## config.mk

```make
export PLATFORM = sky130hd
export DESIGN_NAME = cpu_mc_control_flat
export DESIGN_NICKNAME = d
export VERILOG_FILES = /design/src/rtl/cpu_mc_control_pkg.sv /design/src/rtl/cpu_mc_control_if.sv /design/src/rtl/cpu_mc_control_decode.sv /design/src/rtl/cpu_mc_control.sv /design/src/flat_wrapper.sv
export SDC_FILE = /design/constraint.sdc
export NUM_CORES = 1
export LEC_CHECK = 0
export ABC_AREA = 1
export BUFFER_PORTS_ARGS = -buffer_cell sky130_fd_sc_hd__buf_2
export CORE_ASPECT_RATIO = 1.1
export CORE_MARGIN = 4
export CORE_UTILIZATION = 60
export DETAILED_ROUTE_END_ITERATION = 8
export GPL_TIMING_DRIVEN = 1
export HOLD_SLACK_MARGIN = 0.15
export PLACE_DENSITY = 0.86
export REMOVE_ABC_BUFFERS = 1
export SYNTH_ARGS = -nofsm -noshare
export SYNTH_HDL_FRONTEND = slang
export SYNTH_SLANG_ARGS = --single-unit
```

## constraint.sdc

```tcl
create_clock -name clk -period 4.8 [get_ports clk]
set_input_delay 0.96 -clock clk [delete_from_list [all_inputs] [get_ports clk]]
set_output_delay 0.96 -clock clk [all_outputs]
set_load 0.05 [all_outputs]
```

## src/rtl/cpu_mc_control_pkg.sv

```systemverilog
`default_nettype none
// ============================================================================
// Module      : cpu_mc_control_pkg
// Description : Shared opcodes, FSM states, datapath select encodings and the
//               opcode class record for the multi-cycle CPU control unit.
// Revision    : 1.0 - initial release
// ============================================================================
package cpu_mc_control_pkg;

    // Opcode map for IR[15:12]
    localparam logic [3:0] OP_ADD    = 4'h0;
    localparam logic [3:0] OP_SUB    = 4'h1;
    localparam logic [3:0] OP_XOR    = 4'h2;
    localparam logic [3:0] OP_RED    = 4'h3;
    localparam logic [3:0] OP_SLL    = 4'h4;
    localparam logic [3:0] OP_SRA    = 4'h5;
    localparam logic [3:0] OP_ROR    = 4'h6;
    localparam logic [3:0] OP_PADDSB = 4'h7;
    localparam logic [3:0] OP_LW     = 4'h8;
    localparam logic [3:0] OP_SW     = 4'h9;
    localparam logic [3:0] OP_LLB    = 4'hA;
    localparam logic [3:0] OP_LHB    = 4'hB;
    localparam logic [3:0] OP_B      = 4'hC;
    localparam logic [3:0] OP_BR     = 4'hD;
    localparam logic [3:0] OP_PCS    = 4'hE;
    localparam logic [3:0] OP_HLT    = 4'hF;

    typedef enum logic [2:0] {
        S_FETCH  = 3'd0,
        S_DECODE = 3'd1,
        S_EXEC   = 3'd2,
        S_MEM    = 3'd3,
        S_WB     = 3'd4,
        S_BRANCH = 3'd5,
        S_HALT   = 3'd6
    } state_t;

    // PC source select
    localparam logic [1:0] PCSRC_NEXT = 2'b00;
    localparam logic [1:0] PCSRC_REG  = 2'b01;
    localparam logic [1:0] PCSRC_REL  = 2'b11;

    // Register write-back source select
    localparam logic [1:0] M2R_PC  = 2'b00;
    localparam logic [1:0] M2R_IMM = 2'b01;
    localparam logic [1:0] M2R_ALU = 2'b10;
    localparam logic [1:0] M2R_MEM = 2'b11;

    typedef struct packed {
        logic is_alu;
        logic is_shift;
        logic is_lw;
        logic is_sw;
        logic is_imm;
        logic is_lhb;
        logic is_pcs;
        logic is_br;
        logic is_b;
        logic is_hlt;
    } op_class_t;

endpackage
`default_nettype wire

```

## src/rtl/cpu_mc_control_if.sv

```systemverilog
`default_nettype none
// ============================================================================
// Module      : cpu_mc_control_if
// Description : Control-unit bundle: opcode/condition/memory-ready inputs and
//               all datapath strobes, status and retired count.
// Revision    : 1.0 - initial release
// ============================================================================
interface cpu_mc_control_if #(
    parameter int OP_W    = 4,
    parameter int ALUOP_W = 3,
    parameter int CNT_W   = 32
);
    logic [OP_W-1:0]    opcode;
    logic               cond_true;
    logic               imem_ready;
    logic               dmem_ready;
    logic               imem_req;
    logic               dmem_req;
    logic               ir_write;
    logic               pc_write;
    logic [1:0]         pc_source;
    logic               reg_read;
    logic               reg_write;
    logic               mem_read;
    logic               mem_write;
    logic [1:0]         mem_to_reg;
    logic [ALUOP_W-1:0] alu_op;
    logic               alu_src;
    logic               lh;
    logic               flag_write;
    logic               halted;
    logic               bus_err;
    logic [CNT_W-1:0]   instr_count;

    // Controller side
    modport master (
        input  opcode, cond_true, imem_ready, dmem_ready,
        output imem_req, dmem_req, ir_write, pc_write, pc_source, reg_read,
               reg_write, mem_read, mem_write, mem_to_reg, alu_op, alu_src,
               lh, flag_write, halted, bus_err, instr_count
    );

    // Datapath / memory side
    modport slave (
        output opcode, cond_true, imem_ready, dmem_ready,
        input  imem_req, dmem_req, ir_write, pc_write, pc_source, reg_read,
               reg_write, mem_read, mem_write, mem_to_reg, alu_op, alu_src,
               lh, flag_write, halted, bus_err, instr_count
    );
endinterface
`default_nettype wire

```

## src/rtl/cpu_mc_control_decode.sv

```systemverilog
`default_nettype none
// ============================================================================
// Module      : cpu_mc_control_decode
// Description : Combinational opcode classifier. Unknown codes yield an
//               all-zero class, which the FSM treats as a NOP.
// Revision    : 1.0 - initial release
// ============================================================================
module cpu_mc_control_decode
    import cpu_mc_control_pkg::*;
#(
    parameter int OP_W = 4
) (
    input  logic [OP_W-1:0] i_opcode,
    output op_class_t       o_class
);

    logic [3:0] w_op;
    assign w_op = i_opcode[3:0];

    // Map each opcode to its class bits
    always_comb begin
        o_class = '0;
        case (w_op)
            OP_ADD, OP_SUB, OP_XOR, OP_RED, OP_PADDSB: o_class.is_alu = 1'b1;
            OP_SLL, OP_SRA, OP_ROR: begin
                o_class.is_alu   = 1'b1;
                o_class.is_shift = 1'b1;
            end
            OP_LW:  o_class.is_lw  = 1'b1;
            OP_SW:  o_class.is_sw  = 1'b1;
            OP_LLB: o_class.is_imm = 1'b1;
            OP_LHB: begin
                o_class.is_imm = 1'b1;
                o_class.is_lhb = 1'b1;
            end
            OP_B:   o_class.is_b   = 1'b1;
            OP_BR:  o_class.is_br  = 1'b1;
            OP_PCS: o_class.is_pcs = 1'b1;
            OP_HLT: o_class.is_hlt = 1'b1;
            default: o_class = '0;
        endcase
    end

endmodule
`default_nettype wire

```

## src/rtl/cpu_mc_control.sv

```systemverilog
`default_nettype none
// ============================================================================
// Module      : cpu_mc_control
// Description : Multi-cycle control FSM. Sequences fetch/decode/execute/
//               memory/write-back/branch/halt, handshakes with variable-
//               latency memories, counts retired instructions and latches a
//               sticky bus-timeout error.
// Revision    : 1.0 - initial release
// ============================================================================
module cpu_mc_control
    import cpu_mc_control_pkg::*;
#(
    parameter int OP_W     = 4,
    parameter int ALUOP_W  = 3,
    parameter int WAIT_MAX = 16,
    parameter int CNT_W    = 32
) (
    input  logic             clk,
    input  logic             rst,
    cpu_mc_control_if.master bus
);

    localparam int c_wc_w = (WAIT_MAX < 2) ? 1 : $clog2(WAIT_MAX);
    localparam logic [c_wc_w-1:0] c_wait_last = c_wc_w'((WAIT_MAX == 0) ? 0 : WAIT_MAX - 1);

    state_t              r_state;
    state_t              w_state_nxt;
    logic [c_wc_w-1:0]   r_wait_cnt;
    logic [CNT_W-1:0]    r_instr_count;
    logic                r_bus_err;
    op_class_t           w_cls;
    logic                w_wait_last;
    logic                w_retire;
    logic                w_timeout;

    logic                w_imem_req, w_dmem_req, w_ir_write, w_pc_write;
    logic [1:0]          w_pc_source, w_mem_to_reg;
    logic                w_reg_read, w_reg_write, w_mem_read, w_mem_write;
    logic [ALUOP_W-1:0]  w_alu_op;
    logic                w_alu_src, w_lh, w_flag_write, w_halted;

    cpu_mc_control_decode #(.OP_W(OP_W)) u_decode (
        .i_opcode (bus.opcode),
        .o_class  (w_cls)
    );

    assign w_wait_last = (WAIT_MAX != 0) && (r_wait_cnt == c_wait_last);

    // State register, wait counter, retire counter and sticky error
    always_ff @(posedge clk) begin
        if (rst) begin
            r_state       <= S_FETCH;
            r_wait_cnt    <= '0;
            r_instr_count <= '0;
            r_bus_err     <= 1'b0;
        end else begin
            r_state <= w_state_nxt;
            if (w_state_nxt != r_state)
                r_wait_cnt <= '0;
            else if (r_state == S_FETCH || r_state == S_MEM)
                r_wait_cnt <= r_wait_cnt + c_wc_w'(1);
            if (w_retire)
                r_instr_count <= r_instr_count + CNT_W'(1);
            if (w_timeout)
                r_bus_err <= 1'b1;
        end
    end

    // Next-state and strobe decode; everything forced low while in reset
    always_comb begin
        w_state_nxt  = r_state;
        w_retire     = 1'b0;
        w_timeout    = 1'b0;
        w_imem_req   = 1'b0;
        w_dmem_req   = 1'b0;
        w_ir_write   = 1'b0;
        w_pc_write   = 1'b0;
        w_pc_source  = PCSRC_NEXT;
        w_reg_read   = 1'b0;
        w_reg_write  = 1'b0;
        w_mem_read   = 1'b0;
        w_mem_write  = 1'b0;
        w_mem_to_reg = M2R_PC;
        w_alu_op     = '0;
        w_alu_src    = 1'b0;
        w_lh         = 1'b0;
        w_flag_write = 1'b0;
        w_halted     = 1'b0;
        case (r_state)
            S_FETCH: begin
                w_imem_req = 1'b1;
                if (bus.imem_ready) begin
                    w_ir_write  = 1'b1;
                    w_pc_write  = 1'b1;
                    w_state_nxt = S_DECODE;
                end else if (w_wait_last) begin
                    w_timeout   = 1'b1;
                    w_state_nxt = S_HALT;
                end
            end
            S_DECODE: begin
                w_reg_read = 1'b1;
                if (w_cls.is_hlt) begin
                    w_retire    = 1'b1;
                    w_state_nxt = S_HALT;
                end else if (w_cls.is_b || w_cls.is_br) begin
                    w_state_nxt = S_BRANCH;
                end else if (w_cls.is_alu || w_cls.is_lw || w_cls.is_sw ||
                             w_cls.is_imm || w_cls.is_pcs) begin
                    w_state_nxt = S_EXEC;
                end else begin
                    w_retire    = 1'b1;
                    w_state_nxt = S_FETCH;
                end
            end
            S_EXEC: begin
                if (w_cls.is_alu)
                    w_alu_op = ALUOP_W'(bus.opcode[2:0]);
                w_alu_src   = w_cls.is_shift | w_cls.is_lw | w_cls.is_sw;
                w_state_nxt = (w_cls.is_lw || w_cls.is_sw) ? S_MEM : S_WB;
            end
            S_MEM: begin
                w_dmem_req  = 1'b1;
                w_mem_read  = w_cls.is_lw;
                w_mem_write = w_cls.is_sw;
                if (bus.dmem_ready) begin
                    w_retire    = w_cls.is_sw;
                    w_state_nxt = w_cls.is_lw ? S_WB : S_FETCH;
                end else if (w_wait_last) begin
                    w_timeout   = 1'b1;
                    w_state_nxt = S_HALT;
                end
            end
            S_WB: begin
                w_reg_write  = 1'b1;
                w_flag_write = w_cls.is_alu;
                w_lh         = w_cls.is_lhb;
                if (w_cls.is_alu)      w_mem_to_reg = M2R_ALU;
                else if (w_cls.is_lw)  w_mem_to_reg = M2R_MEM;
                else if (w_cls.is_imm) w_mem_to_reg = M2R_IMM;
                else                   w_mem_to_reg = M2R_PC;
                w_retire    = 1'b1;
                w_state_nxt = S_FETCH;
            end
            S_BRANCH: begin
                if (bus.cond_true) begin
                    w_pc_write  = 1'b1;
                    w_pc_source = w_cls.is_b ? PCSRC_REL : PCSRC_REG;
                end
                w_retire    = 1'b1;
                w_state_nxt = S_FETCH;
            end
            S_HALT: begin
                w_halted = 1'b1;
            end
            default: w_state_nxt = S_FETCH;
        endcase
        if (rst) begin
            w_retire     = 1'b0;
            w_timeout    = 1'b0;
            w_imem_req   = 1'b0;
            w_dmem_req   = 1'b0;
            w_ir_write   = 1'b0;
            w_pc_write   = 1'b0;
            w_pc_source  = PCSRC_NEXT;
            w_reg_read   = 1'b0;
            w_reg_write  = 1'b0;
            w_mem_read   = 1'b0;
            w_mem_write  = 1'b0;
            w_mem_to_reg = M2R_PC;
            w_alu_op     = '0;
            w_alu_src    = 1'b0;
            w_lh         = 1'b0;
            w_flag_write = 1'b0;
            w_halted     = 1'b0;
        end
    end

    assign bus.imem_req    = w_imem_req;
    assign bus.dmem_req    = w_dmem_req;
    assign bus.ir_write    = w_ir_write;
    assign bus.pc_write    = w_pc_write;
    assign bus.pc_source   = w_pc_source;
    assign bus.reg_read    = w_reg_read;
    assign bus.reg_write   = w_reg_write;
    assign bus.mem_read    = w_mem_read;
    assign bus.mem_write   = w_mem_write;
    assign bus.mem_to_reg  = w_mem_to_reg;
    assign bus.alu_op      = w_alu_op;
    assign bus.alu_src     = w_alu_src;
    assign bus.lh          = w_lh;
    assign bus.flag_write  = w_flag_write;
    assign bus.halted      = w_halted;
    assign bus.bus_err     = r_bus_err & ~rst;
    assign bus.instr_count = rst ? '0 : r_instr_count;

endmodule
`default_nettype wire
```

## src/flat_wrapper.sv

```systemverilog
// flat-port wrapper written by rule: the top's interface ports become plain ports
module cpu_mc_control_flat import cpu_mc_control_pkg::*;
#(
    parameter int OP_W     = 4,
    parameter int ALUOP_W  = 3,
    parameter int WAIT_MAX = 16,
    parameter int CNT_W    = 32
)
  (clk, rst, bus_opcode, bus_cond_true, bus_imem_ready, bus_dmem_ready, bus_imem_req, bus_dmem_req, bus_ir_write, bus_pc_write, bus_pc_source, bus_reg_read, bus_reg_write, bus_mem_read, bus_mem_write, bus_mem_to_reg, bus_alu_op, bus_alu_src, bus_lh, bus_flag_write, bus_halted, bus_bus_err, bus_instr_count);
  cpu_mc_control_if #(.OP_W(OP_W), .ALUOP_W(ALUOP_W), .CNT_W(CNT_W)) bus_i ();
  input  logic clk;
  input  logic rst;
  input wire logic [$bits(bus_i.opcode)-1:0] bus_opcode;
  input wire logic [$bits(bus_i.cond_true)-1:0] bus_cond_true;
  input wire logic [$bits(bus_i.imem_ready)-1:0] bus_imem_ready;
  input wire logic [$bits(bus_i.dmem_ready)-1:0] bus_dmem_ready;
  output wire logic [$bits(bus_i.imem_req)-1:0] bus_imem_req;
  output wire logic [$bits(bus_i.dmem_req)-1:0] bus_dmem_req;
  output wire logic [$bits(bus_i.ir_write)-1:0] bus_ir_write;
  output wire logic [$bits(bus_i.pc_write)-1:0] bus_pc_write;
  output wire logic [$bits(bus_i.pc_source)-1:0] bus_pc_source;
  output wire logic [$bits(bus_i.reg_read)-1:0] bus_reg_read;
  output wire logic [$bits(bus_i.reg_write)-1:0] bus_reg_write;
  output wire logic [$bits(bus_i.mem_read)-1:0] bus_mem_read;
  output wire logic [$bits(bus_i.mem_write)-1:0] bus_mem_write;
  output wire logic [$bits(bus_i.mem_to_reg)-1:0] bus_mem_to_reg;
  output wire logic [$bits(bus_i.alu_op)-1:0] bus_alu_op;
  output wire logic [$bits(bus_i.alu_src)-1:0] bus_alu_src;
  output wire logic [$bits(bus_i.lh)-1:0] bus_lh;
  output wire logic [$bits(bus_i.flag_write)-1:0] bus_flag_write;
  output wire logic [$bits(bus_i.halted)-1:0] bus_halted;
  output wire logic [$bits(bus_i.bus_err)-1:0] bus_bus_err;
  output wire logic [$bits(bus_i.instr_count)-1:0] bus_instr_count;
  assign bus_i.opcode = bus_opcode;
  assign bus_i.cond_true = bus_cond_true;
  assign bus_i.imem_ready = bus_imem_ready;
  assign bus_i.dmem_ready = bus_dmem_ready;
  assign bus_imem_req = bus_i.imem_req;
  assign bus_dmem_req = bus_i.dmem_req;
  assign bus_ir_write = bus_i.ir_write;
  assign bus_pc_write = bus_i.pc_write;
  assign bus_pc_source = bus_i.pc_source;
  assign bus_reg_read = bus_i.reg_read;
  assign bus_reg_write = bus_i.reg_write;
  assign bus_mem_read = bus_i.mem_read;
  assign bus_mem_write = bus_i.mem_write;
  assign bus_mem_to_reg = bus_i.mem_to_reg;
  assign bus_alu_op = bus_i.alu_op;
  assign bus_alu_src = bus_i.alu_src;
  assign bus_lh = bus_i.lh;
  assign bus_flag_write = bus_i.flag_write;
  assign bus_halted = bus_i.halted;
  assign bus_bus_err = bus_i.bus_err;
  assign bus_instr_count = bus_i.instr_count;
  cpu_mc_control #(.OP_W(OP_W), .ALUOP_W(ALUOP_W), .WAIT_MAX(WAIT_MAX), .CNT_W(CNT_W)) u_core (.clk(clk), .rst(rst), .bus(bus_i));
endmodule
```

==> impl_metrics.toml, run 1 <==
[outcome]
run_status = "complete, no violations"

[final_layout]
multi_input_area_um2 = 1760
area.growth.synth_to_final_pct = 14.0
seq_area_um2 = 801
num-fill-cells = 442
drive_gt1_share_pct = 14.8
finalNetCount = 585
final-instance-count-excl-fill = 631
antenna-diode-count = 0

[place]
hpwlAfterDp_um = 5760
place_inst = 623
gp_congestion = 0.953
port_buffers = 60
post-place-ws_ns = 1.64

[floorplanning]
io_pins = 61
die-area_um2 = 6050
initial_core_util_pct = 62.3
core_area_um2 = 4680
die_h_um = 81.2
rows = 26
die_w_um = 74.5

[grt]
antenna_found_initial = 0
grt_max_degree = 44
overflow = 0
grt_usage_pct = 26.6
grt_pass1_wl_um = 12800
grt_pass1_vias = 3022

[synthesis]
synth_top_area_share_pct = 27.4
synth_top_family_by_area = "simple AND/OR/NAND/NOR gates"
synth_ff_type = "dfxtp_1"
yosysUniqueCellTypes = 28
ys_seq_area_share_pct = 27.4
synthAdderAreaFrac_pct = 0.857
synth_area_um2 = 2920
synth_compound_area_share_pct = 8.48
synth_xor_area_share_pct = 3.30
ys_seq_elements = 40
yosysMostFrequentCell = "nand2_1"
syn_avg_cell_area_um2 = 5.61
yosys.area.top_type = "dfxtp_1"
synth_area_leaders = "dfxtp_1 (27%), nand2_1 (21%), nor2_1 (14%)"
synthSimpleGateAreaFrac_pct = 47.3
ys.warnings.count = 0
postSynthCellCount = 521
synth.area.mux_share_pct = 0.386
synthTopCellsByCount = "nand2_1 (160), nor2_1 (108), inv_1 (71)"
synth_edf_count = 0
synth-async-reset-ratio_pct = 0

[sta]
worst_pin_slew_ns = 0.771
final.period_utilization_pct = 66.4
timing.fmax_mhz = 314
setup_viol = 0
hold_viol_final = 0
rsz0062_at_grt = "false"
slew_headroom_pct = 48.5
setup-tns-final_ns = 0
drv_slew = 0
worst_slack_ns = 1.61
period_needed_ns = 3.19
skew_ns = 0.00318
hold_ws_ns = 0.466

[setup_path]
path_delay_family = "buffers and inverters"
slowest_delay_ns = 0.38
path_buf_inv = 3
critPathCaptureType = "output pin"
crit_chain = "buf_2 -> inv_1 -> nand2_1 -> nor3_1 -> buf_2"
cp_common_cell = "buf_2"
path_class = "in -> out"
worstPathArrival_ns = 2.23
crit_path_top_delay_cell = "inv_1"
crit_fanout = 29
crit_required_ns = 3.84
worstSetupStartpointType = "input pin"

[clocking]
cts_resized = 0
clkTransAtPathRegs_ns = 0.08
clock_sinks = 40
cts_tree = "yes"
cts_buffers = 5
clock_latency_ns = 0.30
postCtsHoldBufs = 0
clk_path_buf_depth = 2
postCtsSetupRepairBufs = 0
cts_root_buffer = "clkbuf_8"
h-tree-depth = 2

[route]
drt-initial-drc-count = 248
routedWlPerCell_um = 12.0
ant_nets = 0
routed_wl_um = 7590
routed_via_density = 5.32
vias = 3356
dr.pass1.iters = 5
drc_errors = 0

[power_and_ir_drop]
p_sw_mw = 0.196
peakVddDrop_mv = 0.172
p_clk_share_pct = 40.0
powerDensity_nw_per_um2 = 213
power_mw = 0.709
leakage_nw = 1.50
switching_share_pct = 27.7
internal_power_mw = 0.512
power_frac_comb_pct = 11.7
seqPwrFrac_pct = 48.4

[min_path]
hold_class = "reg -> reg"

[job]
drv_cap = 0
[cell type report]
type / instances / area share, %
multi-input cells: 392 / 52.9
flip-flops and latches: 40 / 24.1
repair buffers: 61 / 9.25
inverters: 74 / 8.35
well taps: 56 / 2.11
clock buffers: 5 / 2.07
clock inverters: 3 / 1.28
[path summary, 6_finish.rpt]
check / from / to / slack, ns / cells after the start
worst max register to register: u_core.r_state[2] / u_core.r_instr_count[4] / 2.78 / 9
worst min register to register: u_core.r_bus_err / u_core.r_bus_err / 0.47 / 2
worst min-delay path: u_core.r_bus_err / u_core.r_bus_err / 0.47 / 2
worst max-delay path: rst / bus_alu_op[0] / 1.61 / 5
[layout by cell type (no fill, tap or decap)]
master and instances:
dfxtp_1 40, a21oi_4 1, clkinv_2 1, nand2_2 2, nor4_1 3, ha_1 2, buf_2 60, nand4_1 9
bufinv_16 1, a31oi_1 1, mux2_2 1, clkinvlp_4 1, a21oi_1 33, o21ai_0 11, nor3_1 17, buf_4 1
nand3_4 1, o21ai_1 1, nand2_1 160, inv_2 3, nand3_1 23, clkbuf_8 5, xnor2_1 3, nand3_2 3
inv_1 71, nor2_2 3, xor2_1 8, nor3_2 2, nor2_1 108
[worst min-delay path, delay by kind of cell (launching register included)]
kind	cells	cell delay (ns)
AOI/OAI and AO/OA	1	0.06
buffers and inverters	1	0.06
DFF	1	0.30
[cell families after synthesis]
kind of cell | Yosys count
simple gates | 331
buf+inv | 89
compound gates | 47
flops | 40
xor+xnor | 11
fa+ha+maj | 2
mux | 1
[power by group through the flow]
stage | registers, mW | logic, mW | clock network, mW
6_report | 0.343 | 0.0827 | 0.283
5_1_grt | 0.343 | 0.0925 | 0.299
4_1_cts | 0.343 | 0.0828 | 0.287
3_5_place_dp | 0.350 | 0.0825 | 0
3_3_place_gp | 0.350 | 0.0810 | 0
2_1_floorplan | 0.349 | 0.0557 | 0
[registers in the layout (all words and copies together) (netlist names)]
| name | count |
|---|---|
| u_core.r_instr_count | 32 |
| u_core.r_wait_cnt | 4 |
| u_core.r_state | 3 |
| u_core.r_bus_err | 1 |
[stage by stage]
step	instance area (um^2)	util, %
after floorplan	2840	-
after global placement	3220	68.7
after detailed placement	3220	68.7
after CTS	3330	71.0
after global routing	3330	71.0
final	3330	71.0
[layer usage]
| layer | share of wire (%) | vias to the layer above | wire length, um | GRT usage [%] |
|---|---|---|---|---|
| met5 | 0 | - | 0 | 0 |
| met4 | 1.9 | 0 | 144 | 7.47 |
| met2 | 50 | 119 | 3760 | 49.3 |
| li1 | - | 1715 | - | - |
| met1 | 42 | 1502 | 3200 | 31.3 |
| met3 | 6.4 | 20 | 483 | 3.71 |
(Power assumes the default switching activity.)
==> inputs of run 2 (changes only) <==
--- a/config.mk
+++ b/config.mk
@@ -5,15 +5,15 @@
 export SDC_FILE = /design/constraint.sdc
 export NUM_CORES = 1
 export LEC_CHECK = 0
-export ABC_AREA = 1
+export ABC_AREA = 0
 export BUFFER_PORTS_ARGS = -buffer_cell sky130_fd_sc_hd__buf_2
 export CORE_ASPECT_RATIO = 1.1
 export CORE_MARGIN = 4
-export CORE_UTILIZATION = 60
+export CORE_UTILIZATION = 54
 export DETAILED_ROUTE_END_ITERATION = 8
 export GPL_TIMING_DRIVEN = 1
 export HOLD_SLACK_MARGIN = 0.15
-export PLACE_DENSITY = 0.86
+export PLACE_DENSITY = 0.8
 export REMOVE_ABC_BUFFERS = 1
 export SYNTH_ARGS = -nofsm -noshare
 export SYNTH_HDL_FRONTEND = slang
==> constraint.sdc (replaced) <==
create_clock -name clk -period 2.96 [get_ports clk]
set_input_delay 0.592 -clock clk [delete_from_list [all_inputs] [get_ports clk]]
set_output_delay 0.592 -clock clk [all_outputs]
set_load 0.05 [all_outputs]
==> run 2 against run 1 <==
Worst hold slack better by 0.030 ns. Clock-buffer cell count up 3. Combinational power up 100%. Sequential share of layout area up 3.1 points. Clock skew about the same. Area after synthesis down 14%. Utilization down 4.1 points. Clock power up 32%. Register-to-register slack worse by 2.1 ns. Critical path type unchanged. Largest cell class unchanged. Highest routed layer unchanged.
==> impl_metrics.toml, run 2 <==
[outcome]
run_status = "complete, no violations"

[synthesis]
synth_ff_type = "dfxtp_1"
ys.warnings.count = 0
synth_area_um2 = 2520
synth_top_area_share_pct = 31.8
yosysMostFrequentCell = "nor2_1"
yosysUniqueCellTypes = 50
yosys.area.top_type = "dfxtp_1"
synth_area_leaders = "dfxtp_1 (32%), nor2b_1 (8.2%), xor2_1 (7.3%)"
postSynthCellCount = 319
ys_seq_elements = 40
synth_edf_count = 0
ys_seq_area_share_pct = 31.8
synth-async-reset-ratio_pct = 0
synthTopCellsByCount = "nor2_1 (46), dfxtp_1 (40), nor2b_1 (33)"
syn_avg_cell_area_um2 = 7.90

[min_path]
hold_class = "reg -> reg"
min_from = "u_core.r_bus_err"

[floorplanning]
die_h_um = 79.7
core_area_um2 = 4410
die-area_um2 = 5830
rows = 25
die_w_um = 73.2
initial_core_util_pct = 57.2
io_pins = 61

[setup_path]
r2r-start = "u_core.r_state[1]"
regToRegSetupSlack_ns = 0.69
crit_fanout = 9
worstSetupStartpointType = "input pin"
critPathCaptureType = "output pin"
crit_end = "bus_mem_to_reg[1]"
reg2reg_depth = 6
r2r-end = "u_core.r_instr_count[28]"
startpoint = "bus_opcode[1]"
worstPathArrival_ns = 1.92
path_class = "in -> out"
crit_required_ns = 2.37

[route]
routed_via_density = 5.56
dr.pass1.iters = 4
drt-initial-drc-count = 133
vias = 2369
routed_wl_um = 5800
ant_nets = 0
routedWlPerCell_um = 13.6
drc_errors = 0

[grt]
grt_usage_pct = 20.5
overflow = 0
grt_pass1_wl_um = 9780
grt_max_degree = 31
grt_pass1_vias = 2139
antenna_found_initial = 0

[place]
gp_congestion = 0.799
place_inst = 418
hpwlAfterDp_um = 4330
port_buffers = 60

[sta]
skew_ns = 0.00345
setup_viol = 0
timing.fmax_mhz = 397
hold_viol_final = 0
final.period_utilization_pct = 85.0
rsz0062_at_grt = "false"
drv_slew = 0
slew_headroom_pct = 64.6
period_needed_ns = 2.52
worst_pin_slew_ns = 0.530

[power_and_ir_drop]
peakVddDrop_mv = 0.285
power_mw = 1.10
leakage_nw = 1.25
powerDensity_nw_per_um2 = 373

[job]
drv_cap = 0

[final_layout]
layout_common_cells = "buf_2 (60), nor2_1 (46), dfxtp_1 (40), nor2b_1 (33), xor2_1 (21)"
area.growth.synth_to_final_pct = 17.1
final-instance-count-excl-fill = 426
largest-register = "u_core.r_instr_count"
largest_reg_flops = 32
antenna-diode-count = 0
num-fill-cells = 373
seq_area_um2 = 801
finalNetCount = 382
multi_input_area_um2 = 1600
drive_gt1_share_pct = 23.1
largestRegisters = "u_core.r_instr_count (32), u_core.r_wait_cnt (4), u_core.r_state (3)"
final_common_cell = "buf_2"

[clocking]
cts_tree = "yes"
clock_latency_ns = 0.29
cts_buffers = 5
cts_root_buffer = "clkbuf_8"
clock_sinks = 40
h-tree-depth = 2
postCtsSetupRepairBufs = 0
cts_resized = 0
clkTransAtPathRegs_ns = 0.07
clk_path_buf_depth = 2
postCtsHoldBufs = 0
## run 2: changes by cell type in the layout (fill, tap and decap cells not counted), sizes merged, moves of 6 or more
cell / before / now
a21oi: 34 / 9
nand3: 27 / 4
o2111ai: 0 / 14
inv: 74 / 9
nor2b: 0 / 33
nor2: 111 / 46
and2: 0 / 8
and3: 0 / 6
o211ai: 0 / 7
nand2b: 0 / 6
buf: 61 / 67
xor2: 8 / 21
nand2: 162 / 12
## run 2: final cells by class
class | instances | area share [%]
Multi-Input combinational cell | 248 | 54.0
Sequential cell | 40 | 27.1
Timing Repair Buffer | 67 | 12.4
Clock buffer | 8 | 3.05
Tap cell | 54 | 2.29
Inverter | 9 | 1.14
## run 2: stage by stage
step                      worst slack [ns]  TNS, ns  utilization [%]  hold WS, ns  area, um^2
after detailed placement             0.455        0             64.9        0.483        2860
after CTS                            0.450        0             67.0        0.495        2950
after floorplan                     -0.693    -1.02                -        0.411        2430
after global placement               0.477        0             64.9        0.423        2860
final                                0.444        0             67.0        0.496        2950
after global routing                 0.270        0             67.0        0.522        2950
## run 2: power by group
group          internal [mW]  switching [mW]
Clock                  0.190           0.184
Combinational         0.0574           0.110
Sequential             0.546          0.0145
## run 2: routing by layer
layer	routed length, um	global-route usage (%)	up-vias
met1	2680	26.0	1083
met2	2860	35.9	44
met5	0	0	-
met4	47	5.17	0
li1	-	-	1238
met3	221	3.02	4
## run 2: how the worst min path moves through the flow
| stage | endpoint | slack (ns) | cells after the start |
|---|---|---|---|
| 2_1_floorplan | u_core.r_instr_count[31] | 0.41 | 1 |
| 3_5_place_dp | u_core.r_instr_count[31] | 0.48 | 1 |
| 4_1_cts | u_core.r_instr_count[31] | 0.49 | 1 |
| 3_3_place_gp | u_core.r_instr_count[31] | 0.42 | 1 |
| 6_report | u_core.r_bus_err | 0.50 | 2 |
| 5_1_grt | u_core.r_bus_err | 0.52 | 2 |
## run 2: logic make-up after synthesis
| group | after synthesis | share of synthesized area (%) |
|---|---|---|
| DFF | 40 | 31.8 |
| and+or+nand+nor | 161 | 35.2 |
| buffers and inverters | 31 | 4.96 |
| xor gates and xnor gates | 27 | 9.38 |
| AOI/OAI and AO/OA | 53 | 15.5 |
| adders and majority gates | 2 | 0.992 |
| muxes | 5 | 2.13 |
## run 2: critical path, cell delays in order
cell	delay (ns)
buf_2	0.15
or4b_2	0.72
a21oi_1	0.17
buf_2	0.29
==> inputs of run 3 (changes only) <==
--- a/config.mk
+++ b/config.mk
@@ -8,7 +8,7 @@
 export ABC_AREA = 0
 export BUFFER_PORTS_ARGS = -buffer_cell sky130_fd_sc_hd__buf_2
 export CORE_ASPECT_RATIO = 1.1
-export CORE_MARGIN = 4
+export CORE_MARGIN = 8
 export CORE_UTILIZATION = 54
 export DETAILED_ROUTE_END_ITERATION = 8
 export GPL_TIMING_DRIVEN = 1
==> run 3 against run 2 <==
Clock power barely moved. Final cell count rose by 0.23%. First-iteration DRC count rose by 37%. Highest routed layer unchanged. Sequential power barely moved. Critical endpoint unchanged. Critical path type unchanged. Clock-buffer cell count did not move. Critical path depth did not move. Clock skew rose by 0.0015 ns. Non-clock buffer count fell by 1.
==> impl_metrics.toml, run 3 (synthesized netlist as in run 2, its figures left out) <==
[final_layout]
utilization_pct = 64.5
seq_area_um2 = 801
stdcell_area_um2 = 2960
area.growth.synth_to_final_pct = 17.4
largest_reg_flops = 32
largest-register = "u_core.r_instr_count"
drive_gt1_share_pct = 22.9
layout_common_cells = "buf_2 (60), nor2_1 (46), dfxtp_1 (40), nor2b_1 (33), xor2_1 (21)"
final_common_cell = "buf_2"
antenna-diode-count = 0
multi_input_area_um2 = 1600
finalNetCount = 381
largestRegisters = "u_core.r_instr_count (32), u_core.r_wait_cnt (4), u_core.r_state (3)"
num-fill-cells = 400

[route]
routed_wl_um = 5930
ant_nets = 0
routedWlPerCell_um = 13.9
drc_errors = 0
dr.pass1.iters = 4
drt-initial-drc-count = 182
vias = 2370
routed_via_density = 5.55

[grt]
grt_pass1_wl_um = 9950
top_usage_layer = "met2"
grt_usage_pct = 17.2
grt_max_degree = 51
grt.met2_usage_pct = 29.0
overflow = 0
grt_use_met3_pct = 4.00
grt_pass1_vias = 2222
antenna_found_initial = 0
met1_usage_pct = 20.7

[outcome]
run_status = "complete, no violations"

[power_and_ir_drop]
power_mw = 1.10
powerDensity_nw_per_um2 = 373
leakage_nw = 1.24
peakVddDrop_mv = 0.271

[sta]
period_needed_ns = 2.49
final.period_utilization_pct = 84.2
hold_ws_ns = 0.462
drv_slew = 0
slew_headroom_pct = 64.6
timing.fmax_mhz = 401
setup_viol = 0
setup-tns-final_ns = 0
worst_pin_slew_ns = 0.526
skew_ns = 0.00499
rsz0062_at_grt = "false"
hold_viol_final = 0

[floorplanning]
initial_core_util_pct = 55.0
die_h_um = 87.7
die-area_um2 = 7110
die_w_um = 81.2
rows = 26
core_area_um2 = 4590
io_pins = 61

[clocking]
cts_tree = "yes"
postCtsHoldBufs = 0
postCtsSetupRepairBufs = 0
cts_resized = 0
h-tree-depth = 2
clock_latency_ns = 0.30
cts_buffers = 5
clk_path_buf_depth = 2
cts_root_buffer = "clkbuf_8"
clock_sinks = 40
clkTransAtPathRegs_ns = 0.07

[setup_path]
path_class = "in -> out"
startpoint = "bus_opcode[1]"
worstSetupStartpointType = "input pin"
regToRegSetupSlack_ns = 0.65
crit_fanout = 9
critPathCaptureType = "output pin"
r2r-start = "u_core.r_state[2]"
crit_chain = "buf_2 -> or4b_2 -> a21oi_1 -> buf_2"
worstPathArrival_ns = 1.90
crit_required_ns = 2.37
crit_path_top_delay_cell = "or4b_2"
cp_common_cell = "buf_2"
slowest_delay_ns = 0.72

[place]
placed_area_um2 = 2870
gp_congestion = 0.846
port_buffers = 60
hpwlAfterDp_um = 4350

[min_path]
min_from = "u_core.r_bus_err"
hold_class = "reg -> reg"

[job]
drv_cap = 0
-- run 3: critical path, delay by kind of cell --
family          cells  cell delay (ns)
compound gates      1             0.16
simple gates        1             0.72
buf+inv             2             0.42
-- run 3: stage by stage --
step,cells,setup WS [ns]
floorplan,297,-0.693
global placement,419,0.473
detailed placement,419,0.473
CTS,427,0.466
global route,427,0.323
finish,427,0.468
-- run 3: report_power, final --
part,switching (mW),total (mW),leakage (nW),internal [mW]
clock,0.185,0.375,0.0455,0.190
sequential,0.0140,0.560,0.323,0.546
combinational,0.111,0.168,0.876,0.0576
total,0.310,1.10,1.24,0.793
-- run 3: area by class of cell --
| type | instances | area share (%) |
|---|---|---|
| sequential | 40 | 27.0 |
| multi-input combinational | 248 | 53.9 |
| inverter | 9 | 1.14 |
| tap | 56 | 2.37 |
| clock buffer | 8 | 3.04 |
| timing repair buffer | 66 | 12.5 |
-- run 3: path summary, 6_finish.rpt --
check	to	depth (start not counted)
worst max-delay path	bus_mem_to_reg[1]	4
worst max register to register	u_core.r_instr_count[28]	5
worst min-delay path	u_core.r_bus_err	2
worst min register to register	u_core.r_bus_err	2
-- run 3: routing by layer --
| metal | share of wire (%) | up-vias | wire length (um) |
|---|---|---|---|
| met2 | 48 | 45 | 2830 |
| met1 | 47 | 1087 | 2780 |
| met3 | 4.0 | 8 | 237 |
| li1 | - | 1230 | - |
| met5 | 0 | - | 0 |
| met4 | 1.3 | 0 | 78 |
